File: config.mk
export PLATFORM = sky130hd
export DESIGN_NAME = alu_result_stage
export DESIGN_NICKNAME = d
export VERILOG_FILES = /design/src/rtl/alu_result_stage.sv
export SDC_FILE = /design/constraint.sdc
export NUM_CORES = 1
export LEC_CHECK = 0
export ABC_AREA = 1
export CAP_MARGIN = 20
export CORE_MARGIN = 2
export CORE_UTILIZATION = 40
export DETAILED_ROUTE_END_ITERATION = 8
export PLACE_DENSITY_LB_ADDON = 0.08
export RECOVER_POWER = 50
export SYNTH_ARGS = -nofsm -noshare
export SYNTH_HDL_FRONTEND = slang
export SYNTH_SLANG_ARGS = --single-unit
File: constraint.sdc
create_clock -name clk -period 3.3 [get_ports clk]
set_clock_uncertainty 0.05 [all_clocks]
set_input_delay 0.495 -clock clk [delete_from_list [all_inputs] [get_ports clk]]
set_output_delay 0.495 -clock clk [all_outputs]
set_load 0.03 [all_outputs]
File: src/rtl/alu_result_stage.sv
// ALU result buffer: accepts results with a legal opcode, computes carry/zero/neg
// flags at accept time and presents them in FIFO order.
module alu_result_stage #(
    parameter int unsigned DEPTH = 4,
    parameter int unsigned CW    = 16
) (
    input  logic                   clk,
    input  logic                   rst_n,
    input  logic                   in_valid,
    output logic                   in_ready,
    input  logic [32:0]            in_result,
    input  logic [3:0]             in_opcode,
    output logic                   out_valid,
    input  logic                   out_ready,
    output logic [31:0]            out_data,
    output logic [3:0]             out_opcode,
    output logic                   out_carry,
    output logic                   out_zero,
    output logic                   out_neg,
    output logic [$clog2(DEPTH):0] level,
    output logic [CW-1:0]          carry_cnt,
    output logic [CW-1:0]          drop_cnt
);

    localparam int unsigned AW = (DEPTH > 1) ? $clog2(DEPTH) : 1;
    localparam int unsigned LW = $clog2(DEPTH) + 1;

    logic [31:0]   mem_data  [DEPTH];
    logic [3:0]    mem_op    [DEPTH];
    logic [2:0]    mem_flags [DEPTH];

    logic [AW-1:0] wr_ptr, rd_ptr;
    logic [AW-1:0] wr_ptr_nxt, rd_ptr_nxt;
    logic [LW-1:0] level_nxt;
    logic [CW-1:0] carry_cnt_nxt, drop_cnt_nxt;

    logic          accept, legal, push, pop;
    logic          flag_c, flag_z, flag_n;

    // Handshakes and flag computation on the incoming result
    always_comb begin
        in_ready  = (level != LW'(DEPTH));
        out_valid = (level != '0);
        accept    = in_valid && in_ready;
        legal     = (in_opcode >= 4'h1) && (in_opcode <= 4'h7);
        push      = accept && legal;
        pop       = out_valid && out_ready;
        flag_c    = ((in_opcode == 4'h1) || (in_opcode == 4'h2)) && in_result[32];
        flag_z    = (in_result[31:0] == 32'h0);
        flag_n    = in_result[31];
    end

    // Next-state for pointers, occupancy and saturating statistics
    always_comb begin
        wr_ptr_nxt    = wr_ptr;
        rd_ptr_nxt    = rd_ptr;
        level_nxt     = level;
        carry_cnt_nxt = carry_cnt;
        drop_cnt_nxt  = drop_cnt;

        if (push) begin
            wr_ptr_nxt = wr_ptr + AW'(1);
        end
        if (pop) begin
            rd_ptr_nxt = rd_ptr + AW'(1);
        end
        if (push && !pop) begin
            level_nxt = level + LW'(1);
        end else if (pop && !push) begin
            level_nxt = level - LW'(1);
        end
        if (push && flag_c && (carry_cnt != '1)) begin
            carry_cnt_nxt = carry_cnt + CW'(1);
        end
        if (accept && !legal && (drop_cnt != '1)) begin
            drop_cnt_nxt = drop_cnt + CW'(1);
        end
    end

    always_ff @(posedge clk or negedge rst_n) begin
        if (!rst_n) begin
            wr_ptr    <= '0;
            rd_ptr    <= '0;
            level     <= '0;
            carry_cnt <= '0;
            drop_cnt  <= '0;
        end else begin
            wr_ptr    <= wr_ptr_nxt;
            rd_ptr    <= rd_ptr_nxt;
            level     <= level_nxt;
            carry_cnt <= carry_cnt_nxt;
            drop_cnt  <= drop_cnt_nxt;
        end
    end

    // Storage needs no reset: contents are masked whenever the buffer is empty
    always_ff @(posedge clk) begin
        if (push) begin
            mem_data[wr_ptr]  <= in_result[31:0];
            mem_op[wr_ptr]    <= in_opcode;
            mem_flags[wr_ptr] <= {flag_c, flag_z, flag_n};
        end
    end

    // Head entry presentation, forced to zero while empty
    always_comb begin
        out_data   = '0;
        out_opcode = '0;
        out_carry  = 1'b0;
        out_zero   = 1'b0;
        out_neg    = 1'b0;
        if (out_valid) begin
            out_data   = mem_data[rd_ptr];
            out_opcode = mem_op[rd_ptr];
            out_carry  = mem_flags[rd_ptr][2];
            out_zero   = mem_flags[rd_ptr][1];
            out_neg    = mem_flags[rd_ptr][0];
        end
    end

endmodule

======== After elaboration in Yosys (flattened, before gate mapping) ========
Memory sizes are Yosys's and may differ from the RTL's.
Index checks and enable logic that the tools add are counted.
Widths: inputs -> output; s select.
operators by class
  $add $sub $neg .......................... 6
  order comparisons ....................... 2
  equal/unequal tests ..................... 5
  multiplexer cells ....................... 9
  reduce and logical (&&, ||, !) cells .... 18
operators with widths
  operator               count
  $add 16x1->16 const B  2
  $logic_not 32->1       1
  $mux 32                1
  $ne 16x16->1 const B   2
  $logic_and 1x1->1      11
  $mux 3                 2
  $mux 1                 5
  $add 2x1->2 const B    2
  $eq 4x1->1 const B     1
  $eq 4x2->1 const B     1
  $ge 4x1->1 const B     1
  $le 4x3->1 const B     1
  $mux 4                 1
  $add 3x1->3 const B    1
  $logic_not 1->1        3
  $ne 3x3->1 const B     1
  $reduce_bool 3->1      1
  $sub 3x1->3 const B    1
  $reduce_bool 2->1      1
  $logic_or 1x1->1       1
storage, ports and cells
  register bits ........................... 39
  RAM bits ................................ 156
  input bits .............................. 41
  output and inout bits ................... 76
  logic and storage cells ................. 48
  memories ................................ 3
memory list
  name       depth  width  read ports  clocked after Yosys merged registers in  wr ports  RTL line  RTL
  mem_data   4      32     1           0                                        1         28        logic [31:0] mem_data [DEPTH];
  mem_op     4      4      1           0                                        1         29        logic [3:0] mem_op [DEPTH];
  mem_flags  4      3      1           0                                        1         30        logic [2:0] mem_flags [DEPTH];

======== Logic depth before layout (Yosys ltp) ========
Gate-level depths: netlist (run 1).
  depth in word-level cells ............... 7
  gate-level depth with buffers ........... 10
  mapped depth without buffers ............ 10

======== Least setup slack after synthesis (run 1) ========
OpenSTA, ideal clock, no wires.
  path type ............................... reg2reg
  start point ............................. register level[0]
  end point ............................... memory mem_data[0][0], enable pin
  setup time .............................. 0.433 ns
  arrival ................................. 2.962 ns
  data required time ...................... 2.817 ns
  setup slack ............................. -0.145 ns
  stages on the path, launching flop included .. 7
  path buffers ............................ 0
  period minus slack after synthesis ...... 3.445 ns
  cells stage by stage .................... dfrtp_1 > nor2_2 > nand2_1 > nand2_1 > nor2_4 > inv_1 > nor2_1
on the way
  longest elaborated chain between the ends .. 5
RTL lines
  element                       RTL line  RTL
  from (decl)                   20        output logic [$clog2(DEPTH):0] level,
  from (signal assigned)        90        level <= level_nxt;
  $ne 3x3->1                    42        in_ready = (level != LW'(DEPTH));
  net in_ready                  10        output logic in_ready,
  $logic_and 1x1->1             44        accept = in_valid && in_ready;
  $logic_and 1x1->1             46        push = accept && legal;
  net push                      37        logic accept, legal, push, pop;
  $mux 1                        98        if (push) begin
  $mux 1 (not written as such)  99        mem_data[wr_ptr] <= in_result[31:0];
  to (decl)                     28
The timed path passes the listed nets, and every way through them passes these cells.

======== Final worst setup path (run 1) ========
  start point ............................. register rd_ptr[0]
  end point ............................... output out_data[14]
on the way
  longest elaborated chain between the ends .. 2
RTL lines
  element                 RTL line  RTL
  from (decl)             32        logic [AW-1:0] wr_ptr, rd_ptr;
  from (signal assigned)  89        rd_ptr <= rd_ptr_nxt;
  $mem_v2 4x32            --
  $mux 32                 112       if (out_valid) begin
  to (decl)               15        output logic [31:0] out_data,
Every way passes these cells.

==> run_results.csv, run 1 <==
group,metric,value,unit
sta,fmax,346,MHz
cts,cts_sinks,191,
logic_synthesis,synth_area_per_cell,10.3,sq um
sta,maxSlewHeadroom,-50.4,%
outcome,status,"finished with violations",
power_and_ir_drop,internal-power,0.00528,W
power_and_ir_drop,p_comb_share,42.3,%
logic_synthesis,ys_ff_latch,191,
power_and_ir_drop,power.density,854,mW/mm^2
sta,fin_crit,2.89,ns
logic_synthesis,syn-instance-count,837,
cts,cts-root-buf,"clkbuf_16",
finish,fillers,1922,
finish,final_cell_mix,"nor2_1 (197), nand2_1 (161), edfxtp_1 (152), o21ai_0 (88), buf_4 (52)",
power_and_ir_drop,total_power,0.00897,W
floorplanning,die_y,151,microns
critical_path,crit_path_end_kind,"output pin",
power_and_ir_drop,switching_power,0.00370,W
drt,wl,19000,microns
critical_path,critical_path_class,"reg -> out",
floorplanning,fp.dieArea,0.0227,sq mm
grt,grt_pass1_wl,30800,microns
drt,drc,0,
logic_synthesis,yosysSeqAreaShare,64.5,%
cts,cts_resized,0,
drt,routed_via_density,4.86,
power_and_ir_drop,irDropWorstVdd,0.689,mV
placement,gp_congestion,0.770,
job,max_cap_viol_count,1,
drt,dr.first_iter.drc_count,308,
drt,routedWlPerCell,15.3,microns
finish,area_delta_synth_final,22.4,%
cts,cts_made_buffers,17,
grt,grt-ovfl-total,0,
finish,final_common_cell,"nor2_1",
floorplanning,rows,53,
power_and_ir_drop,p_leak,3.95,nW
sta,fin_crit_sh,87.6,%
hold_path,hold_path_depth,1,
cts,hold_buffers,0,
power_and_ir_drop,seqPwrFrac,34.9,%
outcome,violations,"max-capacitance violations, max-slew violations",
placement,dp_hpwl,12000,microns
cts,htreeDepth,4,
hold_path,hold_path.class,"reg -> reg",
floorplanning,core_area,0.0210,sq mm
critical_path,cp.required,2.75,ns
placement,portBuffers,116,
grt,grt_use_total,17.6,%
cts,cts_tree,"yes",
cts,cts_setup_buffers,0,
sta,finalHoldViolCount,0,
cts,cts.path.max_buffers,2,
floorplanning,die_w,151,microns
critical_path,arrival,2.34,ns
sta,rsz0062_at_grt,"false",
critical_path,ff2ff_path_depth,8,
power_and_ir_drop,switching_share,41.2,%
logic_synthesis,syn_nets,886,
grt,antenna_found_initial,1,
sta,worst_pin_slew,2.26,ns
floorplanning,ios,117,
drt,drt-pass1-iter-count,4,
logic_synthesis,netlist_area,0.00859,sq mm
power_and_ir_drop,clkPwrFrac,22.8,%
drt,vias,6040,
finish,fin_util,50.0,%
finish,drive_above_1_share,12.6,%
grt,grt_max_degree,77,
sta,finalMaxSlewViolations,40,
critical_path,cp-start-kind,"flop",
logic_synthesis,yosysWarnings,0,
cts,clk_pin_slew_worst_paths,0.07,ns
critical_path,cp_max_fo,32,
floorplanning,start_util,40.8,%
finish,nNetsFinal,1003,
drt,drtAntennaViolNets,0,
sta,setup_viol,0,
logic_synthesis,synth.distinct_cells,34,
grt,grt_pass1_vias,5883,
cts,insertion_delay,0.43,ns
## cell type report
class	instances	area, sq um	share of cell area [%]
Clock buffer	17	425	4.05
Inverter	43	163	1.55
Antenna cell	1	2.50	0.0238
Timing Repair Buffer	132	1200	11.4
Clock inverter	15	174	1.65
Tap cell	275	344	3.27
Sequential cell	191	5540	52.7
Multi-Input combinational cell	569	2660	25.3
## worst max-delay path: stages, from the launching register on
cell	delay, ns
dfrtp_2	0.78
buf_4	0.42
nor2_1	0.08
nor2_1	0.09
o21ai_0	0.08
a21oi_1	0.24
buf_4	0.21
## cells by family (layout without fill, tap and decap cells)
logic type / count (synthesis) / after routing / synth area share [%]
other cells: 0 / 1 / 0
buf+inv: 77 / 207 / 4.23
xor+xnor: 15 / 15 / 1.53
flops: 191 / 191 / 64.5
fa+ha+maj: 8 / 8 / 1.25
mux: 1 / 1 / 0.131
simple gates: 413 / 413 / 20.3
compound gates: 132 / 132 / 8.00
## power by group through the flow
stage | clock network, W | logic (W) | registers (W)
6_report | 0.00204 | 0.00380 | 0.00313
4_1_cts | 0.00209 | 0.00390 | 0.00314
2_1_floorplan | 0 | 0.00238 | 0.00326
3_3_place_gp | 0 | 0.00387 | 0.00319
5_1_grt | 0.00220 | 0.00416 | 0.00318
3_5_place_dp | 0 | 0.00389 | 0.00319
## stage by stage
step / setup slack (ns) / instances / hold WS, ns / instance area [sq um] / TNS [ns]
6_report: 0.410 / 1243 / 0.493 / 10500 / 0
5_1_grt: 0.230 / 1242 / 0.517 / 10500 / 0
4_1_cts: 0.354 / 1242 / 0.186 / 10600 / 0
3_5_place_dp: 0.537 / 1210 / 0.482 / 9960 / 0
3_3_place_gp: 0.542 / 1210 / 0.480 / 9960 / 0
2_1_floorplan: -0.145 / 837 / 0.149 / 8590 / -22.09
## path summary, 6_finish.rpt
kind                             start      endpoint  slack (ns)
min                          wr_ptr[0]     wr_ptr[0]        0.49
max                          rd_ptr[0]  out_data[14]        0.41
min reg2reg                  wr_ptr[0]     wr_ptr[0]        0.49
min in group asynchronous        rst_n  drop_cnt[14]        0.68
max reg2reg                drop_cnt[0]   drop_cnt[6]        0.76
max in group asynchronous        rst_n     rd_ptr[0]        1.06
## sequential cells by signal, summed over array words and instances, names as in the netlist
name and count:
mem_data 124, level 3, rd_ptr 2, mem_op 16
carry_cnt 16, mem_flags 12, drop_cnt 16, wr_ptr 2
## cell usage after synthesis, drive strengths merged
cell type	number	area share [%]
a21oi	42	2.5
buf	23	1.8
clkbuf	11	0.52
clkinv	1	0.058
dfrtp	39	11
edfxtp	152	53
fa	1	0.23
ha	7	1.0
inv	42	1.8
mux2	1	0.13
nand2	169	7.7
nand3	18	1.4
nand3b	2	0.17
nand4	12	0.87
nor2	208	9.9
nor4	4	0.29
o21ai	90	5.5
xnor2	6	0.61
xor2	9	0.92
## routing by layer
layer	wire length [microns]	up-vias	GRT usage [%]
met5	0	-	0
met4	279	0	5.05
met3	705	16	3.48
met2	8960	108	28.8
met1	9080	2872	24.0
li1	-	3044	-
No activity file was read; power rests on OpenSTA's default activity.
==> run 2, diff against run 1 <==
- SLEW_MARGIN: default -> 25
- clock period: 3.3 -> 2.4 ns (I/O delays scaled with it)
==> run 2 against run 1 <==
  * The flow now finishes without violations
  * Critical path depth down 1
  * Register-to-register slack got worse by 0.51 ns
  * Sequential power grew 36%
  * Flip-flop and latch count unchanged
  * Sequential share of layout area shrank 1.1 points
  * Cell count rose by 1.4%
  * Global-route usage rose by 0.18 points
  * Utilization is 1.1 points higher
  * Clock power is 36% higher
  * Via count up 2.4%
  * Critical path type unchanged
==> run_results.csv, run 2 (synthesis gave the netlist of run 1 again) <==
group,metric,value,unit
outcome,status,"completed",
floorplanning,fp.dieArea,0.0227,sq mm
drt,drc,0,
cts,cts_tree,"yes",
hold_path,hold_path.class,"in -> async",
drt,vias,6187,
drt,routed_via_density,4.91,
critical_path,r2r_slack,0.25,ns
sta,fin_crit,2.29,ns
finish,final_area,0.0108,sq mm
floorplanning,ios,117,
drt,drtAntennaViolNets,0,
sta,rsz0062_at_grt,"false",
sta,finalHoldViolCount,0,
cts,htreeDepth,4,
sta,finalMaxSlewViolations,0,
drt,drt-pass1-iter-count,4,
critical_path,cp_max_fo,59,
placement,place_ws,0.0375,ns
cts,cts_sinks,191,
placement,gp_congestion,0.786,
critical_path,ff2ff_path_depth,9,
critical_path,cp.required,1.99,ns
grt,grt_pass1_wl,30600,microns
finish,area_delta_synth_final,25.2,%
sta,tns,0,ns
finish,fin_util,51.1,%
finish,multi_input_area,0.00267,sq mm
finish,final_cell_mix,"nor2_1 (197), nand2_1 (161), edfxtp_1 (152), o21ai_0 (86), buf_4 (50)",
grt,grt_pass1_vias,5869,
sta,fin_crit_sh,95.3,%
finish,largest_reg_flops,124,
grt,grt_max_degree,60,
drt,wl,19700,microns
floorplanning,die_w,151,microns
sta,hold_ws,0.478,ns
power_and_ir_drop,p_leak,4.03,nW
placement,placed_area,0.0102,sq mm
critical_path,worstReg2RegEnd,"drop_cnt[12]",
sta,fmax,437,MHz
sta,maxSlewHeadroom,44.9,%
floorplanning,start_util,40.8,%
finish,nNetsFinal,1022,
drt,routedWlPerCell,15.6,microns
grt,grt_use_total,17.8,%
floorplanning,core_area,0.0210,sq mm
critical_path,crit_path_end_kind,"output pin",
finish,final_common_cell,"nor2_1",
critical_path,critical_path_class,"reg -> out",
cts,cts.path.max_buffers,2,
critical_path,r2r-start,"drop_cnt[1]",
grt,grt-ovfl-total,0,
finish,diodes,0,
sta,setup_viol,0,
cts,insertion_delay,0.43,ns
placement,dp_hpwl,12400,microns
drt,dr.first_iter.drc_count,318,
grt,antenna_found_initial,0,
critical_path,cp-start-kind,"flop",
floorplanning,rows,53,
finish,fillers,1937,
finish,drive_above_1_share,14.2,%
job,max_cap_viol_count,0,
finish,seqCellArea,0.00555,sq mm
power_and_ir_drop,irDropWorstVdd,0.605,mV
cts,cts_made_buffers,17,
sta,worst_pin_slew,0.827,ns
cts,cts-root-buf,"clkbuf_16",
cts,clk_pin_slew_worst_paths,0.08,ns
sta,fin_ws,0.114,ns
power_and_ir_drop,power.density,1170,mW/mm^2
placement,portBuffers,116,
critical_path,arrival,1.88,ns
floorplanning,die_y,151,microns
finish,top_register,"mem_data",
==> run 2: changes by cell type in the layout (fill, tap and decap cells not counted), sizes merged <==
cell,before,now
dlygate4sd3,38,37
bufinv,1,0
clkinvlp,1,3
clkdlybuf4s50,38,40
clkbuf,19,29
diode,1,0
clkinv,7,6
buf,54,62
==> run 2: power breakdown <==
part / total, W / internal (W) / switching (W) / leakage, nW
combinational: 0.00560 / 0.00201 / 0.00358 / 1.84
sequential: 0.00426 / 0.00398 / 0.000275 / 1.90
clock: 0.00277 / 0.00140 / 0.00137 / 0.283
total: 0.0126 / 0.00740 / 0.00523 / 4.03
==> run 2: through the flow <==
step | std cells | power, W
2_1_floorplan | 837 | 0.00779
3_3_place_gp | 1222 | 0.00989
3_5_place_dp | 1222 | 0.00989
4_1_cts | 1256 | 0.0127
5_1_grt | 1261 | 0.0134
6_report | 1261 | 0.0126
==> run 2: worst max-delay path, stage by stage (launching register included) <==
cell and delay [ns]:
dfrtp_2 0.49, inv_2 0.11, buf_12 0.24, o21ai_0 0.14
a21oi_1 0.26, buf_4 0.21
==> run 2: area by class of cell <==
class | instances | share of cell area [%]
flip-flops and latches | 191 | 51.6
multi-input cells | 569 | 24.8
repair buffers | 151 | 13.4
clock buffers | 17 | 3.96
well taps | 275 | 3.20
inverters | 43 | 1.57
clock inverters | 15 | 1.52
==> run 2: what timing repair did <==
action	4_1_cts	5_1_grt
gates cloned	0	1
hold endpoints to repair	12	0
setup endpoints to repair	22	15
gates resized for setup	3	3
hold buffers	1	0
setup buffers	1	4
==> run 2: worst max-delay path by stage <==
stage | end | slack [ns] | cells past startpoint | from
4_1_cts | out_data[28] | 0.03 | 6 | rd_ptr[0]
5_1_grt | out_data[28] | 0.02 | 6 | rd_ptr[0]
6_report | out_data[27] | 0.11 | 5 | rd_ptr[0]
2_1_floorplan | mem_data[0][0] | 0.004 | 6 | level[0]
3_5_place_dp | level[2] | 0.04 | 11 | in_opcode[1]
3_3_place_gp | level[2] | 0.05 | 11 | in_opcode[2]
==> run 2: per-layer routing <==
layer | share of wire [%] | vias up | track usage, %
met5 | 0 | - | 0
met2 | 49 | 116 | 29.3
li1 | - | 3088 | -
met1 | 47 | 2970 | 24.3
met4 | 0.88 | 0 | 4.67
met3 | 3.6 | 13 | 3.58
==> run 3, diff against run 2 <==
- CORE_MARGIN: 2 -> default
- SKIP_CTS_REPAIR_TIMING: default -> 1
==> run 3 against run 2 <==
  * Die area down 2.6%
  * Via count down 1.5%
  * Power down 0.45%
  * Flip-flop and latch count unchanged
  * Utilization down 0.21 points
  * Count of clock-buffer cells in the layout up 1
  * Sequential share of layout area up 0.19 points
  * Clock power down 2%
  * Highest routed layer unchanged
  * Critical path depth up 1
  * Non-clock buffer count down 4
  * Critical path type unchanged
  * Sequential power about the same
  * Cell area down 0.42%
==> run_results.csv, run 3 (synthesis gave the netlist of run 1 again) <==
group,metric,value,unit
outcome,status,"completed",
finish,final_cell_mix,"nor2_1 (196), nand2_1 (159), edfxtp_1 (152), o21ai_0 (86), buf_4 (49)",
cts,insertion_delay,0.43,ns
drt,routed_via_density,4.85,
sta,fmax,434,MHz
drt,wl_met1,9450,microns
floorplanning,rows,53,
hold_path,hold_path_depth,1,
placement,place_ws,0.0436,ns
sta,maxSlewHeadroom,30.9,%
finish,largest_reg_flops,124,
cts,cts_sinks,191,
finish,diodes,0,
placement,dp_hpwl,12400,microns
drt,dr.first_iter.drc_count,235,
finish,area_delta_synth_final,24.7,%
critical_path,cp-startpoint,"rd_ptr[0]",
grt,grt_pass1_vias,5888,
critical_path,cp.required,1.99,ns
cts,cts_tree,"yes",
placement,gp_congestion,0.800,
cts,clk_pin_slew_worst_paths,0.07,ns
grt,antenna_found_initial,0,
critical_path,ff2ff_path_depth,9,
sta,rsz0062_at_grt,"false",
hold_path,hold_start,"wr_ptr[0]",
finish,seqCellArea,0.00554,sq mm
grt,grt_pass1_wl,31400,microns
sta,fin_crit,2.30,ns
floorplanning,die_w,149,microns
power_and_ir_drop,p_leak,4.01,nW
grt,grt_use_total,18.5,%
critical_path,cp_max_fo,36,
floorplanning,die_y,149,microns
critical_path,cp-start-kind,"flop",
sta,finalMaxSlewViolations,0,
grt,grt-ovfl-total,0,
placement,portBuffers,116,
critical_path,arrival,1.89,ns
finish,final_area,0.0107,sq mm
drt,drt-pass1-iter-count,4,
drt,routedWlPerCell,15.8,microns
cts,cts-root-buf,"clkbuf_16",
hold_path,hold_path_end,"wr_ptr[0]",
finish,top_register,"mem_data",
power_and_ir_drop,irDropWorstVdd,0.711,mV
sta,tns,0,ns
drt,drtAntennaViolNets,0,
placement,placed_area,0.0101,sq mm
critical_path,crit_path_end_kind,"output pin",
grt,grt_max_degree,49,
sta,setup_viol,0,
finish,final_cells,1257,
drt,wl_met2,9260,microns
critical_path,r2r_slack,0.23,ns
cts,htreeDepth,4,
drt,drc,0,
finish,fillers,1958,
sta,finalHoldViolCount,0,
critical_path,worstReg2RegEnd,"drop_cnt[11]",
sta,worst_pin_slew,1.04,ns
cts,cts.path.max_buffers,2,
finish,multi_input_area,0.00268,sq mm
critical_path,critical_path_class,"reg -> out",
job,max_cap_viol_count,0,
sta,fin_ws,0.0955,ns
floorplanning,ios,117,
floorplanning,core_area,0.0210,sq mm
sta,hold_ws,0.491,ns
finish,nNetsFinal,1018,
finish,final_common_cell,"nor2_1",
cts,cts_made_buffers,17,
floorplanning,start_util,40.8,%
placement,dp.cells,1221,
drt,top_layer,"met4",
floorplanning,fp.dieArea,0.0221,sq mm
hold_path,hold_path.class,"reg -> reg",
drt,vias,6097,
drt,wl,19800,microns
critical_path,r2r-start,"drop_cnt[1]",
drt,route.met3.wl,937,microns
finish,drive_above_1_share,13.7,%
power_and_ir_drop,power.density,1170,mW/mm^2
sta,fin_crit_sh,96.0,%
run 3: cell type report:
class | count | area share [%]
inverter | 43 | 1.59
clock buffer | 18 | 4.01
sequential | 191 | 51.8
tap | 275 | 3.21
multi-input combinational | 569 | 25.0
clock inverter | 14 | 1.34
timing repair buffer | 147 | 13.0
run 3: critical path, cell delays in order, from the launching register on:
cell and delay, ns:
dfrtp_2 0.45, buf_12 0.22, nor2_1 0.07, nor2_1 0.09
o21ai_0 0.09, a21oi_1 0.31, buf_4 0.23
run 3: worst max path at each step:
stage	to	cells past startpoint
2_1_floorplan	mem_data[0][0]	6
3_3_place_gp	level[2]	11
3_5_place_dp	level[2]	11
4_1_cts	out_opcode[3]	6
5_1_grt	out_zero	6
6_report	out_data[15]	6
run 3: stage by stage:
step,utilization [%],total power (W)
after global placement,48.2,0.00987
after floorplan,-,0.00779
final,50.9,0.0126
after global routing,50.9,0.0133
after CTS,50.9,0.0126
after detailed placement,48.2,0.00989
run 3: layer usage:
layer / vias up / track usage, %
li1: 3079 / -
met1: 2891 / 25.6
met2: 116 / 29.6
met3: 11 / 3.65
met4: 0 / 4.79
met5: - / 0
run 3: power by group:
group          internal [W]  total (W)  switching, W
sequential          0.00398    0.00425      0.000269
combinational       0.00200    0.00561       0.00361
clock               0.00139    0.00271       0.00133
total               0.00736     0.0126       0.00521
